<file path="config.mk">
export PLATFORM = sky130hd
export DESIGN_NAME = lockstep_recovery_ctrl
export DESIGN_NICKNAME = d
export VERILOG_FILES = /design/src/rtl/lockstep_recovery_ctrl.sv
export SDC_FILE = /design/constraint.sdc
export NUM_CORES = 1
export LEC_CHECK = 0
export ABC_AREA = 1
export CAP_MARGIN = 20
export CORE_MARGIN = 5
export CORE_UTILIZATION = 30
export DETAILED_ROUTE_END_ITERATION = 6
export PLACE_DENSITY = 0.6
export SLEW_MARGIN = 20
export SYNTH_ARGS = -nofsm -noshare
export SYNTH_HDL_FRONTEND = slang
export SYNTH_SLANG_ARGS = --single-unit
</file>
<file path="constraint.sdc">
create_clock -name clk -period 2 [get_ports clk]
set_clock_uncertainty 0.2 [all_clocks]
set_input_delay 0.2 -clock clk [delete_from_list [all_inputs] [get_ports clk]]
set_output_delay 0.2 -clock clk [all_outputs]
set_load 0.03 [all_outputs]
</file>
<file path="src/rtl/lockstep_recovery_ctrl.sv">
// Lockstep counter-pair supervisor: confirms persistent A/B mismatches, freezes and resyncs
// both counters, and escalates to a handshaked alarm when resync keeps failing.
module lockstep_recovery_ctrl #(
    parameter int unsigned WIDTH     = 4,
    parameter int unsigned CONFIRM   = 2,
    parameter int unsigned MAX_RETRY = 3,
    parameter int unsigned FCNT_W    = 8
) (
    input  logic              clk,
    input  logic              reset,
    input  logic [WIDTH-1:0]  cnt_a,
    input  logic [WIDTH-1:0]  cnt_b,
    output logic              cnt_en,
    output logic              resync,
    output logic [WIDTH-1:0]  resync_val,
    output logic              alarm,
    input  logic              alarm_ack,
    output logic [FCNT_W-1:0] fault_cnt,
    output logic [WIDTH-1:0]  snap_a,
    output logic [WIDTH-1:0]  snap_b
);

    localparam int unsigned CW = (CONFIRM > 1) ? $clog2(CONFIRM + 1) : 1;
    localparam int unsigned RW = (MAX_RETRY > 1) ? $clog2(MAX_RETRY + 1) : 1;
    localparam int unsigned LW = WIDTH + 1;

    localparam logic [CW-1:0] CONF_LAST = CW'(CONFIRM - 1);
    localparam logic [RW-1:0] RETRY_LIM = RW'(MAX_RETRY);
    localparam logic [LW-1:0] CLEAN_LIM = {1'b1, {WIDTH{1'b0}}};
    localparam logic [FCNT_W-1:0] FCNT_MAX = {FCNT_W{1'b1}};

    localparam logic [1:0] ST_RUN    = 2'd0;
    localparam logic [1:0] ST_RESYNC = 2'd1;
    localparam logic [1:0] ST_VERIFY = 2'd2;
    localparam logic [1:0] ST_ALARM  = 2'd3;

    logic [1:0]        state_q, state_d;
    logic [CW-1:0]     conf_q, conf_d;
    logic [RW-1:0]     retry_q, retry_d;
    logic [LW-1:0]     clean_q, clean_d;
    logic [FCNT_W-1:0] fault_cnt_q, fault_cnt_d;
    logic [WIDTH-1:0]  snap_a_q, snap_a_d;
    logic [WIDTH-1:0]  snap_b_q, snap_b_d;
    logic [WIDTH-1:0]  resync_val_q, resync_val_d;
    logic              cnt_en_q, cnt_en_d;
    logic              resync_q, resync_d;
    logic              alarm_q, alarm_d;
    logic              mismatch;

    assign mismatch = (cnt_a != cnt_b);

    always_comb begin
        state_d      = state_q;
        conf_d       = conf_q;
        retry_d      = retry_q;
        clean_d      = clean_q;
        fault_cnt_d  = fault_cnt_q;
        snap_a_d     = snap_a_q;
        snap_b_d     = snap_b_q;
        resync_val_d = resync_val_q;

        case (state_q)
            ST_RUN: begin
                if (mismatch) begin
                    clean_d = '0;
                    if (conf_q == CONF_LAST) begin
                        conf_d       = '0;
                        snap_a_d     = cnt_a;
                        snap_b_d     = cnt_b;
                        resync_val_d = cnt_a;
                        if (fault_cnt_q != FCNT_MAX) begin
                            fault_cnt_d = fault_cnt_q + 1'b1;
                        end
                        state_d = ST_RESYNC;
                    end else begin
                        conf_d = conf_q + 1'b1;
                    end
                end else begin
                    conf_d = '0;
                    if (clean_q != CLEAN_LIM) begin
                        clean_d = clean_q + 1'b1;
                    end
                    // A long enough clean run restores the full retry budget.
                    if (clean_d == CLEAN_LIM) begin
                        retry_d = '0;
                    end
                end
            end
            ST_RESYNC: begin
                if (retry_q != RETRY_LIM) begin
                    retry_d = retry_q + 1'b1;
                end
                state_d = ST_VERIFY;
            end
            ST_VERIFY: begin
                if (!mismatch && (cnt_a == resync_val_q)) begin
                    state_d = ST_RUN;
                end else if (retry_q == RETRY_LIM) begin
                    state_d = ST_ALARM;
                end else begin
                    state_d = ST_RESYNC;
                end
            end
            ST_ALARM: begin
                if (alarm_ack) begin
                    retry_d = '0;
                    clean_d = '0;
                    state_d = ST_RUN;
                end
            end
            default: state_d = ST_RUN;
        endcase

        cnt_en_d = (state_d == ST_RUN);
        resync_d = (state_d == ST_RESYNC);
        alarm_d  = (state_d == ST_ALARM);
    end

    always_ff @(posedge clk) begin
        if (!reset) begin
            state_q      <= ST_RUN;
            conf_q       <= '0;
            retry_q      <= '0;
            clean_q      <= '0;
            fault_cnt_q  <= '0;
            snap_a_q     <= '0;
            snap_b_q     <= '0;
            resync_val_q <= '0;
            cnt_en_q     <= 1'b0;
            resync_q     <= 1'b0;
            alarm_q      <= 1'b0;
        end else begin
            state_q      <= state_d;
            conf_q       <= conf_d;
            retry_q      <= retry_d;
            clean_q      <= clean_d;
            fault_cnt_q  <= fault_cnt_d;
            snap_a_q     <= snap_a_d;
            snap_b_q     <= snap_b_d;
            resync_val_q <= resync_val_d;
            cnt_en_q     <= cnt_en_d;
            resync_q     <= resync_d;
            alarm_q      <= alarm_d;
        end
    end

    assign cnt_en     = cnt_en_q;
    assign resync     = resync_q;
    assign resync_val = resync_val_q;
    assign alarm      = alarm_q;
    assign fault_cnt  = fault_cnt_q;
    assign snap_a     = snap_a_q;
    assign snap_b     = snap_b_q;

endmodule

</file>
==> run_results.csv <==
group,metric,value,unit
min_path,min_path_type,"flop to flop",
routing,drt_first_pass_iters,4,
floorplanning,ioPinCount,34,
sta,worstMarginPinSlew,0.316,ns
routing,drc,0,
floorplanning,die_h,82.4,microns
sta,post-route-worst-setup-slack,0.166,ns
floorplanning,initial_core_util,30.8,%
logic_synthesis,syn-instance-count,214,
sta,layout_worst_path_cycle_share,91.7,%
critical_path,timing.critical_path.max_delay_family,"buffers and inverters",
critical_path,crit_buf_inv,1,
final_layout,area.growth.synth_to_final,33.6,%
critical_path,crit_path_max_fanout,4,
routing,drt_first_iter_violations,45,
sta,hold_violations,0,
logic_synthesis,synthFlopType,"sky130_fd_sc_hd__dfxtp_1",
logic_synthesis,synth_top_area_cells,"sky130_fd_sc_hd__dfxtp_1 38%, sky130_fd_sc_hd__nand2_1 11%, sky130_fd_sc_hd__a21oi_1 7.6%",
logic_synthesis,post_synth_top_area_share,38.2,%
global_routing,global_route.usage.total,11.6,%
routing,routedWlPerCell,10.5,microns
cts,clk_transition_reported_paths,0.06,ns
cts,clkSinkCount,30,
critical_path,cp_data_arrival_time,1.43,ns
sta,final.hold.worst_slack,0.263,ns
final_layout,finish.net_count,273,
sta,timing.final.setup_violations,0,
routing,via_per_inst,4.44,
floorplanning,placeableCoreArea,5110,sq um
power,cellLeakagePower,0.837,nW
sta,slew_headroom,78.9,%
cts,max_clock_buf_depth,2,
cts,post_cts_setup_inserts,0,
place,placement.setup.worst_slack,0.0191,ns
floorplanning,die_footprint,6790,sq um
power,power.total,1.72,mW
logic_synthesis,yosys_warnings,0,
routing,met2_length,1630,microns
final_layout,antenna_cells,0,
critical_path,setup.worst_path.start_class,"flop",
place,placement.io_buffers,33,
global_routing,globalRouteOverflowTotal,0,
sta,drv_slew,0,
routing,detail_route.wirelength.met1,1560,microns
logic_synthesis,synth_commonest_cells,"47 x sky130_fd_sc_hd__nand2_1, 30 x sky130_fd_sc_hd__dfxtp_1, 24 x sky130_fd_sc_hd__a21oi_1, 24 x sky130_fd_sc_hd__nand3_1, 21 x sky130_fd_sc_hd__nor2_1",
critical_path,worst_path_max_delay_cell,"sky130_fd_sc_hd__clkdlybuf4s50_1",
global_routing,grt_antenna_before_repair,0,
floorplanning,die_w,82.4,microns
critical_path,critical_path_required,1.60,ns
cts,cts-htree-levels,2,
cts,clock-root-buffer,"sky130_fd_sc_hd__clkbuf_8",
logic_synthesis,synth_seq_area_share,38.2,%
sta,timing.final.crit_period,1.83,ns
logic_synthesis,average_cell_area_after_synthesis,7.35,sq um
floorplanning,placement_rows,26,
global_routing,maximum_number_of_pins_on_one_net_before_global_route_repair,16,
routing,vias,1457,
final_layout,drive_above_1_share,12.8,%
power,power-per-cell-area,818,nW/um^2
place,routabilityCongestion,0.749,
logic_synthesis,synth_area_leader_cell,"sky130_fd_sc_hd__dfxtp_1",
place,detailed_place_hpwl,2640,microns
power,peakVddDrop,0.452,mV
critical_path,worst_path_largest_cell_delay,0.72,ns
logic_synthesis,synth-seq-cells,30,
critical_path,worst_path_cell_chain,"clkdlybuf4s50_1",
cts,clock_tree_from_tritoncts,"yes",
logic_synthesis,number_of_enable_flip_flop_cells_after_synthesis,0,
logic_synthesis,post-synth-top-count-cell,"sky130_fd_sc_hd__nand2_1",
routing,highest_layer,"met4",
critical_path,critPathCaptureType,"output port",
cts,cts_hold_buffers,0,
job,maxCapViolations,0,
global_routing,first_global_vias,1391,
logic_synthesis,synth_net_count,229,
logic_synthesis,synth.distinct_cells,26,
sta,rsz0062_at_grt,"no",
global_routing,grt_first_pass_wirelength,6130,microns
final_layout,layout.filler_cells,540,
routing,routed_wl_met3,179,microns
routing,postRouteAntennaNets,0,
cts,tritoncts.num_buffers,5,
outcome,run_status,"finished, final reports clean",
cts,cts_resized,0,
sta,achievable-frequency,545,MHz
routing,finalWirelength,3430,microns
sta,setup-tns-final,0,ns
logic_synthesis,postSynth.asyncResetShare,0,%
logic_synthesis,area_of_the_mapped_netlist,1570,sq um
cts,clk_latency,0.27,ns
critical_path,path_type_of_the_worst_setup_path,"flop to output port",
final timing paths:
path	slack, ns	startpoint	cells past startpoint	endpoint
worst min-delay path	0.26	conf_q[1]$_SDFFE_PN0P_	2	conf_q[1]$_SDFFE_PN0P_
worst max-delay path	0.17	fault_cnt[7]$_SDFFE_PN0P_	1	fault_cnt[7]
worst min register to register	0.26	conf_q[1]$_SDFFE_PN0P_	2	conf_q[1]$_SDFFE_PN0P_
worst max register to register	0.17	fault_cnt[0]$_SDFFE_PN0P_	7	fault_cnt[6]$_SDFFE_PN0P_
registers in the layout (all words and copies together), names as in the netlist:
name	cells
clean_q	5
retry_q	2
cnt_en	1
fault_cnt	8
alarm	1
snap_b	4
resync	1
resync_val	4
state_q	2
conf_q	2
layer usage:
metal	up-vias	global-route usage, %
met5	-	0
met4	0	4.49
met3	7	3.25
met2	36	19.7
met1	639	13.8
li1	775	-
metrics by stage:
step / util [%] / cells / cell area, sq um
after global placement: 39.6 / 321 / 2020
after detailed placement: 39.6 / 321 / 2020
after global routing: 41.1 / 328 / 2100
final: 41.1 / 328 / 2100
after CTS: 41.1 / 328 / 2100
after floorplan: - / 214 / 1570
cells in the final DEF (no fill, tap or decap), types with 2 or more instances in the layout:
cell                              netlist  layout
sky130_fd_sc_hd__a21oi_1               24      24
sky130_fd_sc_hd__buf_4                  4      11
sky130_fd_sc_hd__clkbuf_1               2       2
sky130_fd_sc_hd__clkbuf_8               0       5
sky130_fd_sc_hd__clkdlybuf4s50_1        0      33
sky130_fd_sc_hd__dfxtp_1               30      30
sky130_fd_sc_hd__ha_1                   4       4
sky130_fd_sc_hd__inv_1                 16      16
sky130_fd_sc_hd__inv_2                  4       4
sky130_fd_sc_hd__nand2_1               47      47
sky130_fd_sc_hd__nand2_2                3       3
sky130_fd_sc_hd__nand3_1               24      24
sky130_fd_sc_hd__nand4_1                3       3
sky130_fd_sc_hd__nor2_1                21      21
sky130_fd_sc_hd__nor2_2                 5       5
sky130_fd_sc_hd__nor3_1                 2       2
sky130_fd_sc_hd__o21ai_1                2       2
sky130_fd_sc_hd__xnor2_1                6       6
sky130_fd_sc_hd__xor2_1                 8       8
power breakdown:
part           leakage [nW]  switching (mW)  internal, mW
registers             0.244          0.0430         0.653
clock network        0.0383           0.203         0.239
logic                 0.555           0.343         0.238
total                 0.837           0.589          1.13
cell families (layout without fill, tap and decap cells):
kind of cell | after synthesis | after routing | share of synthesized area, %
AND/OR/NAND/NOR | 109 | 109 | 31.6
AO/OA/AOI/OAI | 30 | 30 | 11.4
flip-flops | 30 | 30 | 38.2
buffers and inverters | 27 | 71 | 7.88
XOR/XNOR | 14 | 14 | 7.80
adder cells (fa/ha/maj) | 4 | 4 | 3.18
cell type report:
cell class              count  area, sq um  share of cell area [%]
clock buffers               7         76.3                    3.63
inverters                  20         75.1                    3.57
multi-input cells         157          848                    40.4
flip-flops and latches     30          601                    28.6
well taps                  70         87.6                    4.17
repair buffers             44          413                    19.7
(Power assumes the default switching activity.)
==> variant, RTL diff (config.mk and constraints unchanged) <==
Change the parameter `MAX_RETRY` from 3 to 2.
--- a/src/rtl/lockstep_recovery_ctrl.sv
+++ b/src/rtl/lockstep_recovery_ctrl.sv
@@ -3,7 +3,7 @@
 module lockstep_recovery_ctrl #(
     parameter int unsigned WIDTH     = 4,
     parameter int unsigned CONFIRM   = 2,
-    parameter int unsigned MAX_RETRY = 3,
+    parameter int unsigned MAX_RETRY = 2,
     parameter int unsigned FCNT_W    = 8
 ) (
     input  logic              clk,
Behaviour: not the same (Yosys sat finds a counterexample within 10 cycles, from zero or initial values and one cycle with reset low).
==> variant against the original RTL <==
Sequential power increased by 14%. Setup slack improved by 0.0062 ns. Maximum frequency is 0.34% higher. Cell area shrank 0.36%. Via count decreased by 1.4%. Combinational power is 55% higher. Sequential share of layout area grew 0.10 points. Critical path type unchanged. Sequential cell count unchanged. Total power increased by 24%. Largest cell class unchanged. Register-to-register slack better by 0.06 ns. Wire length fell by 1.5%. Utilization fell by 0.66 points. Synthesized area grew 2.7%.
==> variant: results (changes against the original RTL) <==
Arr. time, crit path = 1.43 ns (about the same)
GRT Total Usage = 0.0997 (was 0.116)
IO Port Bufs = 33 (unchanged)
GPL Wtd Cong = 0.789 (was 0.749)
antenna cells = 0 (unchanged)
multiplexer share of the synthesized area = 0 (unchanged)
first-pass GRT wire length = 5700 um (was 6130 um)
status = completed (unchanged)
dpl ws = -0.00184 ns (was 0.0191 ns)
Worst Path Max Fanout = 6 (was 4)
Final #Nets = 274 (was 273)
Final ANT Viol Nets = 0 (unchanged)
Distinct cells, synth = 29 (was 26)
antenna violations before repair = 0 (unchanged)
post-synthesis adder-cell area fraction = 0.0310 (was 0.0318)
starting DRC count in detailed routing = 38 (was 45)
Max H-tree Level = 2 (unchanged)
Pleak = 0.860 nW (was 0.837 nW)
proportion of synthesized flip-flops having asynchronous set or reset = 0 (unchanged)
Max-Slew Margin vs Limit = 0.753 (was 0.789)
CP delay by family, top = buffers and inverters (unchanged)
post-DP HPWL = 2580 um (was 2640 um)
peak supply drop = 0.466 mV (was 0.452 mV)
vias per cell = 4.36 (was 4.44)
sequential cell area fraction in the yosys report = 0.372 (was 0.382)
Hold WC Path Type = reg2reg (unchanged)
Synthesis Warnings = 0 (unchanged)
Post-synth top cells = nand2_1 (47), dfxtp_1 (30), inv_1 (26) (was nand2_1 (47), dfxtp_1 (30), a21oi_1 (24), nand3_1 (24), nor2_1 (21))
DRT Pass-1 Iters = 4 (unchanged)
Hold Crit Depth = 2 (unchanged)
clock slew seen by the registers of the worst setup and hold paths = 0.06 ns (about the same)
largest net degree at the start of global routing = 20 (was 16)
layout cells sized above 1 = 0.131 (was 0.128)
vias in the first global route = 1335 (was 1391)
setup bufs post-CTS = 0 (unchanged)
Resized cells post-CTS = 0 (unchanged)
CP max-delay cell = clkdlybuf4s50_1 (unchanged)
largest family of logic cells by synthesized area = simple AND/OR/NAND/NOR gates (unchanged)
synth top area cells = dfxtp_1 (37%), nand2_1 (11%), a21oi_1 (6.8%) (was dfxtp_1 (38%), nand2_1 (11%), a21oi_1 (7.6%))
delay of the slowest critical-path stage = 0.72 ns (about the same)
CTS Root Cell = clkbuf_8 (unchanged)
fillers = 553 (was 540)
WL final = 3380 um (was 3430 um)
Syn Nets = 237 (was 229)
Synth Area in Compound Gates = 0.129 (was 0.114)
insertion delay to the later sink of the worst-skew pair = 0.28 ns
Synth Area in XOR/XNOR = 0.0542 (was 0.0780)
R2R cell count = 12 (was 7)
CTS Buf Count = 5 (unchanged)
Clock Path Buffers = 2 (unchanged)
max reg flops = 8 (unchanged)
==> variant: worst reg2reg max path: stages, from the launching register on <==
cell and delay [ns]:
dfxtp_1 0.42, inv_1 0.08, ha_1 0.20, nand2_1 0.08, inv_1 0.05, nand3_1 0.06, nand2_1 0.07, nor2_1 0.10
nand3_1 0.09, nand2_1 0.12, nand3_1 0.08, nand2_1 0.06, nor2_1 0.04
==> variant: path summary, 6_finish.rpt <==
| kind | startpoint | endpoint | slack (ns) |
|---|---|---|---|
| setup / recovery | fault_cnt[2] | fault_cnt[2] | 0.17 |
| setup reg to reg | clean_q[0] | retry_q[0] | 0.23 |
| hold / removal | conf_q[1] | conf_q[1] | 0.24 |
| hold reg to reg | conf_q[1] | conf_q[1] | 0.24 |
==> variant: layer usage <==
layer / vias to the layer above / global-route usage / wire, um
li1: 779 / - / -
met1: 626 / 0.120 / 1620
met2: 24 / 0.158 / 1550
met3: 7 / 0.0366 / 144
met4: 0 / 0.0446 / 60
met5: - / 0 / 0
==> variant: area by class of cell <==
cell class	count	area [um2]	area share
multi-input combinational	153	842	0.402
sequential	30	601	0.287
timing repair buffer	38	368	0.176
inverter	31	116	0.0556
tap	70	87.6	0.0418
clock buffer	5	68.8	0.0329
clock inverter	2	10.0	0.00478
==> variant: stage by stage <==
step,cells,area (um2)
4_1_cts,329,2090
3_3_place_gp,322,2010
5_1_grt,329,2090
3_5_place_dp,322,2010
2_1_floorplan,222,1620
6_report,329,2090
==> variant: power by group <==
part / switching (mW) / internal (mW)
Combinational: 0.551 / 0.351
Clock: 0.212 / 0.233
Sequential: 0.0919 / 0.701
Total: 0.854 / 1.28
==> variant: kinds of logic (layout without fill, tap and decap cells) <==
| group | after synthesis | after routing |
|---|---|---|
| AND/OR/NAND/NOR | 101 | 101 |
| buffers and inverters | 39 | 76 |
| AO/OA/AOI/OAI | 38 | 38 |
| flip-flops | 30 | 30 |
| XOR/XNOR | 10 | 10 |
| adder cells (fa/ha/maj) | 4 | 4 |
